--- config.mk ---
export PLATFORM = sky130hd
export DESIGN_NAME = pc_gen
export DESIGN_NICKNAME = d
export VERILOG_FILES = /design/src/rtl/pc_gen_pkg.sv /design/src/rtl/pc_ras.sv /design/src/rtl/pc_gen.sv
export SDC_FILE = /design/constraint.sdc
export NUM_CORES = 1
export LEC_CHECK = 0
export CELL_PAD_IN_SITES_DETAIL_PLACEMENT = 0
export CELL_PAD_IN_SITES_GLOBAL_PLACEMENT = 2
export CORE_ASPECT_RATIO = 1.4
export CORE_UTILIZATION = 19
export CTS_CLUSTER_DIAMETER = 150
export DETAILED_ROUTE_END_ITERATION = 8
export PLACE_DENSITY_LB_ADDON = 0.2
export SYNTH_ARGS = -nofsm -noshare
export SYNTH_HDL_FRONTEND = slang
export SYNTH_SLANG_ARGS = --single-unit
--- constraint.sdc ---
create_clock -name clk -period 3.6 [get_ports clk]
set_input_delay 1.08 -clock clk [delete_from_list [all_inputs] [get_ports clk]]
set_output_delay 1.08 -clock clk [all_outputs]
set_load 0.01 [all_outputs]
--- src/rtl/pc_gen_pkg.sv ---
// Shared constants and next-PC source encoding for the program-counter generator
// and the control unit that drives it.
package pc_gen_pkg;

  localparam int unsigned XLEN_DEF     = 32;
  localparam int unsigned STEP_DEF     = 4;
  localparam int unsigned RESET_PC_DEF = 0;

  typedef enum logic [1:0] {
    NPC_INC,
    NPC_LOAD,
    NPC_RET
  } npc_src_e;

endpackage

--- src/rtl/pc_ras.sv ---
// Circular return-address stack: push, pop, same-cycle replace of the top,
// and sticky overflow/underflow flags. The oldest entry is overwritten when full.
module pc_ras #(
  parameter int unsigned XLEN  = 32,
  parameter int unsigned DEPTH = 8
) (
  input  logic            clk,
  input  logic            rst_n,
  input  logic            push,
  input  logic            pop,
  input  logic [XLEN-1:0] din,
  output logic [XLEN-1:0] top,
  output logic            empty,
  output logic            full,
  output logic            ovf,
  output logic            unf
);

  localparam int unsigned AW = $clog2(DEPTH);

  logic [XLEN-1:0] mem [DEPTH];
  logic [AW-1:0]   wptr_q, wptr_d, top_idx, wr_idx;
  logic [AW:0]     count_q, count_d;
  logic            ovf_q, ovf_d, unf_q, unf_d;
  logic            do_pop, wr_en;

  assign top_idx = wptr_q - AW'(1);
  assign top     = mem[top_idx];
  assign empty   = (count_q == '0);
  assign full    = (count_q == (AW + 1)'(DEPTH));
  assign ovf     = ovf_q;
  assign unf     = unf_q;
  assign do_pop  = pop & ~empty;

  always_comb begin
    wptr_d  = wptr_q;
    count_d = count_q;
    ovf_d   = ovf_q;
    unf_d   = unf_q;
    wr_en   = 1'b0;
    wr_idx  = wptr_q;
    if (pop && empty) unf_d = 1'b1;
    if (push && do_pop) begin
      // Pop then push nets out to overwriting the top in place.
      wr_en  = 1'b1;
      wr_idx = top_idx;
    end else if (do_pop) begin
      wptr_d  = top_idx;
      count_d = count_q - (AW + 1)'(1);
    end else if (push) begin
      wr_en  = 1'b1;
      wptr_d = wptr_q + AW'(1);
      if (full) ovf_d = 1'b1;
      else      count_d = count_q + (AW + 1)'(1);
    end
  end

  always_ff @(posedge clk or negedge rst_n) begin
    if (!rst_n) begin
      wptr_q  <= '0;
      count_q <= '0;
      ovf_q   <= 1'b0;
      unf_q   <= 1'b0;
    end else begin
      wptr_q  <= wptr_d;
      count_q <= count_d;
      ovf_q   <= ovf_d;
      unf_q   <= unf_d;
    end
  end

  // Contents need no reset: an empty count makes stale entries unreachable.
  always_ff @(posedge clk) begin
    if (wr_en) mem[wr_idx] <= din;
  end

endmodule

--- src/rtl/pc_gen.sv ---
// Program-counter register with next-PC source mux (increment / load / return).
// Define PC_GEN_RAS_EN to include the return-address stack; otherwise call/ret are ignored.
module pc_gen
  import pc_gen_pkg::*;
#(
  parameter int unsigned     XLEN      = XLEN_DEF,
  parameter int unsigned     NSRC      = 4,
  parameter int unsigned     STEP      = STEP_DEF,
  parameter logic [XLEN-1:0] RESET_PC  = XLEN'(RESET_PC_DEF),
  parameter int unsigned     RAS_DEPTH = 8
) (
  input  logic                    clk,
  input  logic                    rst_n,
  input  logic                    en,
  input  logic                    load,
  input  logic [$clog2(NSRC)-1:0] sel,
  input  logic [NSRC*XLEN-1:0]    src_din,
  input  logic                    call,
  input  logic                    ret,
  output logic [XLEN-1:0]         pc,
  output logic [XLEN-1:0]         pc_next,
  output logic                    ras_empty,
  output logic                    ras_full,
  output logic                    ras_ovf,
  output logic                    ras_unf
);

  logic [XLEN-1:0] pc_q, pc_inc, load_val, ras_top;
  logic            ret_ok;
  npc_src_e        npc_src;

  assign pc_inc = pc_q + XLEN'(STEP);

`ifdef PC_GEN_RAS_EN
  pc_ras #(
    .XLEN  (XLEN),
    .DEPTH (RAS_DEPTH)
  ) u_ras (
    .clk   (clk),
    .rst_n (rst_n),
    .push  (en & call),
    .pop   (en & ret),
    .din   (pc_inc),
    .top   (ras_top),
    .empty (ras_empty),
    .full  (ras_full),
    .ovf   (ras_ovf),
    .unf   (ras_unf)
  );

  assign ret_ok = ret & ~ras_empty;
`else
  logic unused_ras;

  assign unused_ras = call ^ ret;
  assign ras_top    = '0;
  assign ret_ok     = 1'b0;
  assign ras_empty  = 1'b1;
  assign ras_full   = 1'b0;
  assign ras_ovf    = 1'b0;
  assign ras_unf    = 1'b0;
`endif

  // Out-of-range selects fall through to source 0.
  always_comb begin
    load_val = src_din[XLEN-1:0];
    for (int unsigned i = 1; i < NSRC; i++) begin
      if (32'(sel) == i) load_val = src_din[i*XLEN +: XLEN];
    end
  end

  always_comb begin
    if (ret_ok)    npc_src = NPC_RET;
    else if (load) npc_src = NPC_LOAD;
    else           npc_src = NPC_INC;
  end

  always_comb begin
    pc_next = pc_q;
    if (en) begin
      case (npc_src)
        NPC_RET:  pc_next = ras_top;
        NPC_LOAD: pc_next = load_val;
        default:  pc_next = pc_inc;
      endcase
    end
  end

  always_ff @(posedge clk or negedge rst_n) begin
    if (!rst_n) pc_q <= RESET_PC;
    else        pc_q <= pc_next;
  end

  assign pc = pc_q;

endmodule

==> results.toml <==
[clocking]
cts_sinks = 32
ctsHoldBuffers = 0
cts_root_buffer = "clkbuf_16"
cts_buffer_depth = 2
ctsHtreeMaxLevel = 2
clock_latency_ns = 0.28
numCtsBuffers = 5
cts_tree = "done"
clk_pin_slew_ns = 0.05

[power]
total_power_mw = 1.725
p_comb_share_pct = 47.8
seq_power_share_pct = 28.4
ir_worst_vdd_mv = 0.1627
internal_power_mw = 1.142
pwr-share-clk_pct = 23.9
p_leak_nw = 2.186
p_per_area_nw_per_um2 = 314.4
p_switching_mw = 0.5829
p_sw_share_pct = 33.79

[yosys]
synth_compound_area_share_pct = 20.23
synthAdderAreaFrac_pct = 0.4486
synth_top_area_cell = "dfrtp_1"
ys_warn_count = 0
synth.avg_cell_area_um2 = 9.890
ys_ff_latch = 32
synth_top_family_by_area = "multiplexers"
synth.area.top_cells = "dfrtp_1, mux4_2, a21oi_1"
synth_area_um2 = 2789
syn_inst = 282
async_reset_ff_share_pct = 100.0
synth-xor-area-share_pct = 0
ys_types = 51
yosys.area_share.simple_pct = 17.18
yosys-mux-area-fraction_pct = 27.99
synth_top_area_share_pct = 28.71
synth_edf_count = 0
ys.flop_type = "dfrtp_1"
yosysSeqAreaShare_pct = 28.71

[sta]
slew_violations = 0
finalHoldViolCount = 0
setup-tns-final_ns = 0
min_period_ns = 3.549
post-route-period-util_pct = 98.58
worst_pin_slew_ns = 0.7873
rsz0062_at_grt = "yes"
fmax_mhz = 281.8
finalClockSkew_ns = 0.005001
setup_viol = 0
max-slew-margin-rel_pct = 47.51

[layout]
finalNetCount = 653
stdcell_area_um2 = 5487
fin_util_pct = 38.16
fillers = 1486
syn_to_final_growth_pct = 96.72
drive_above_1_share_pct = 27.91
diodes = 0
largest_register_ffs = 32
mostFrequentLayoutCells = "clkdlybuf4s50_1, buf_4, mux4_2, dfrtp_1, a21oi_1"
final_common_cell = "clkdlybuf4s50_1"

[floorplanning]
dieArea_um2 = 15170
die_width_um = 104.4
io_pins = 204
die_h_um = 145.4
core_um2 = 14380
core.rowCount = 52
start_util_pct = 19.40

[drt]
drcViolationCount = 0
num_vias = 3310
wl_met3_um = 673
detail_route.iter0.violations = 136
viasPerCell = 4.695
wirelength_mm = 12.33
drt-met1-wl_mm = 4.490
ant_nets = 0
wl_per_cell_um = 17.49
highest_layer = "met4"
drt_first_pass_iters = 4
met2WireLength_mm = 7.034

[setup_path]
cp.arrival_ns = 2.47
worstSetupStartpointType = "input pin"
timing.rr.start = "pc[2]$_DFF_PN0_"
crit_fanout = 2
startpoint = "src_din[111]"
crit_end = "pc_next[15]"
r2r_setup_slack_ns = 1.66
path_class = "in2out"
reg2reg_depth = 6
critPathCaptureType = "primary output"
reg2reg_to = "pc[30]$_DFF_PN0_"
cp_data_required_time_ns = 2.52

[place]
placed_area_um2 = 5283
port_buffers = 197
gp_congestion = 0.7530
hpwl_mm = 10.09

[global_routing]
grt_pass1_wl_mm = 19.11
overflow = 0
antenna_found_initial = 0
grt_pass1_vias = 3532
grt_max_degree = 33
grt_usage_pct = 16.49

[outcome]
status = "complete, no violations"

[min_path]
min_path_type = "reg2reg"

[flow_run]
maxCapViolations = 0
==> how the worst min path moves through the flow <==
stage	from	to	slack [ns]	cells past startpoint
3_3_place_gp	pc[1]$_DFF_PN0_	pc[1]$_DFF_PN0_	0.52	2
4_1_cts	pc[0]$_DFF_PN0_	pc[0]$_DFF_PN0_	0.53	2
2_1_floorplan	pc[0]$_DFF_PN0_	pc[0]$_DFF_PN0_	0.59	2
3_5_place_dp	pc[0]$_DFF_PN0_	pc[0]$_DFF_PN0_	0.52	2
5_1_grt	pc[1]$_DFF_PN0_	pc[1]$_DFF_PN0_	0.54	2
6_report	pc[0]$_DFF_PN0_	pc[0]$_DFF_PN0_	0.52	2
==> Yosys cell counts (2+ instances only) <==
cell       n
a21o_1     2
a21oi_1   29
a22oi_1    4
a311oi_1   3
a31oi_1    4
a32oi_1    2
a41o_1     3
a41o_2     2
and2_1     4
and3_1     4
and4_1     2
buf_1      2
buf_2      7
buf_4      5
clkbuf_1  12
clkinv_1   2
conb_1     2
dfrtp_1   32
inv_1      3
mux2i_1    6
mux4_2    32
nand2_1   28
nand3_1    6
nand4_1   10
nor2_1    19
nor3_1     8
o21a_1     3
o21ai_0   16
o22a_1     2
o22ai_1    6
or3_1      2
==> metal layers <==
metal,up-vias,GRT usage (%)
met3,5,3.807
met5,-,0
met4,0,4.643
met2,120,32.85
li1,1578,-
met1,1607,16.66
==> power groups by stage <==
stage | Combinational (mW) | Clock [mW] | Sequential (mW)
floorplan | 0.291 | 0 | 0.513
global placement | 0.853 | 0 | 0.495
detailed placement | 0.857 | 0 | 0.494
CTS | 0.845 | 0.423 | 0.490
global route | 0.890 | 0.437 | 0.501
finish | 0.824 | 0.412 | 0.489
==> critical path: stages <==
cell,delay (ns)
clkdlybuf4s50_1,0.39
mux4_2,0.49
a221o_1,0.35
buf_2,0.15
==> timing repair <==
action,CTS,global route
pin swaps,1,4
buffers inserted,5,0
cloned,1,0
endpoints found under the setup margin,32,20
resized for setup,107,28
==> final cells by class <==
type / count / area, um^2 / area share (%)
Multi-Input combinational cell: 221 / 1928 / 35.14
Sequential cell: 32 / 800.8 / 14.60
Clock buffer: 6 / 128.9 / 2.349
Tap cell: 189 / 236.5 / 4.310
Inverter: 5 / 18.77 / 0.3421
Timing Repair Buffer: 251 / 2369 / 43.17
Clock inverter: 1 / 5.005 / 0.09122
==> logic make-up after synthesis <==
kind of cell / Yosys count
AOI/OAI and AO/OA: 87
adders and majority gates: 1
buffers and inverters: 31
DFF: 32
muxes: 38
other: 2
and+or+nand+nor: 91
==> metrics by stage <==
stage	hold slack [ns]	cells	setup slack (ns)
global route	0.5411	705	-0.05800
global placement	0.5207	692	-0.6424
floorplan	0.5944	284	0.09011
finish	0.5191	705	0.05129
detailed placement	0.5202	692	-0.6529
CTS	0.5335	705	-0.02977
No activity file was read; power rests on OpenSTA's default activity.
==> edit (same settings) <==
The parameter `NSRC` goes from 4 to 2.
--- a/src/rtl/pc_gen.sv
+++ b/src/rtl/pc_gen.sv
@@ -6,3 +6,3 @@
   parameter int unsigned     XLEN      = XLEN_DEF,
-  parameter int unsigned     NSRC      = 4,
+  parameter int unsigned     NSRC      = 2,
   parameter int unsigned     STEP      = STEP_DEF,
Ports: changed (resized sel and src_din); port bits go from 204 to 139. No check against the original RTL was run, so the function may have changed too.
==> edit against the unedited design <==
Clock power is 4% lower. Power is 12% lower. Routed wire length is 21% lower. Area after synthesis is 14% lower. Sequential cell count stayed put. Clock skew hardly changed. Count of clock-buffer cells in the layout is 1 lower. Non-clock buffer count is 70 lower. Final area is 21% lower. Cell count is 16% lower. Register-to-register slack worse by 30 ps. Worst setup slack better by 7.6 ps. Critical endpoint is now pc_next[12]. Largest cell class unchanged.
==> edit: results <==
<?xml version="1.0" encoding="UTF-8"?>
<metrics>
  <group name="power_and_ir_drop">
    <metric name="cellLeakagePower" unit="nW">1.87</metric>
    <metric name="vdd_ir_drop_max" unit="V">0.000138</metric>
    <metric name="net-switching-power" unit="uW">508</metric>
  </group>
  <group name="finish">
    <metric name="design.final.nets" unit="">515</metric>
    <metric name="n_all_buffers" unit="">181</metric>
    <metric name="buf_share" unit="">0.390</metric>
  </group>
  <group name="place">
    <metric name="buffer_ports.inserted" unit="">132</metric>
    <metric name="place_congestion" unit="">0.750</metric>
    <metric name="placed_area" unit="sq um">4150</metric>
    <metric name="preCtsSetupSlack" unit="ps">-466</metric>
    <metric name="placed_wire_length_estimate_after_detailed_placement" unit="microns">7630</metric>
  </group>
  <group name="yosys">
    <metric name="syn-instance-count" unit="">276</metric>
    <metric name="ys_top_cells_by_area" unit="">dfrtp_1 (33%), mux2i_1 (10%), a21oi_1 (6.5%)</metric>
    <metric name="yosys.cell_types.count" unit="">46</metric>
  </group>
  <group name="grt">
    <metric name="groute.layer.met1.usage" unit="">0.152</metric>
    <metric name="gr-usage-met2" unit="">0.299</metric>
    <metric name="grt_use_met3" unit="">0.0326</metric>
    <metric name="number_of_global_route_vias_before_repair" unit="">2819</metric>
  </group>
  <group name="critical_path">
    <metric name="path_depth" unit="">6</metric>
    <metric name="critPathCapture" unit="">pc_next[12]</metric>
    <metric name="worst_case_reg_to_reg_path_depth" unit="">7</metric>
  </group>
  <group name="run_status">
    <metric name="outcome" unit="">finished clean</metric>
  </group>
  <group name="min_path">
    <metric name="end_point_of_the_worst_hold_path" unit="">pc[1]$_DFF_PN0_</metric>
  </group>
  <group name="sta">
    <metric name="worst_slew_margin_rel" unit="">0.442</metric>
    <metric name="max_fclk" unit="MHz">282</metric>
  </group>
</metrics>
## edit: cell count changes in the layout (fill, tap and decap cells not counted), moves of 4 or more
| cell | delta |
|---|---|
| mux4_2 | -32 |
| dlygate4sd2_1 | +28 |
| mux2i_1 | +19 |
| buf_2 | -15 |
| mux2_2 | +12 |
| o21ai_0 | +4 |
| clkbuf_2 | -4 |
| clkdlybuf4s15_1 | -6 |
| o22ai_1 | +5 |
| clkdlybuf4s50_1 | -63 |
## edit: per-layer routing
metal  share of wire  wire length [microns]
met1            0.37                   3600
met2            0.57                   5520
met3           0.051                    498
met4          0.0094                     91
met5               0                      0
## edit: logic make-up after synthesis
logic type | count (synthesis) | share of synthesized area
AOI/OAI and AO/OA | 88 | 0.228
adders and majority gates | 1 | 0.00523
buffers and inverters | 28 | 0.0570
DFF | 32 | 0.335
muxes | 37 | 0.161
other | 2 | 0.00314
and+or+nand+nor | 88 | 0.211
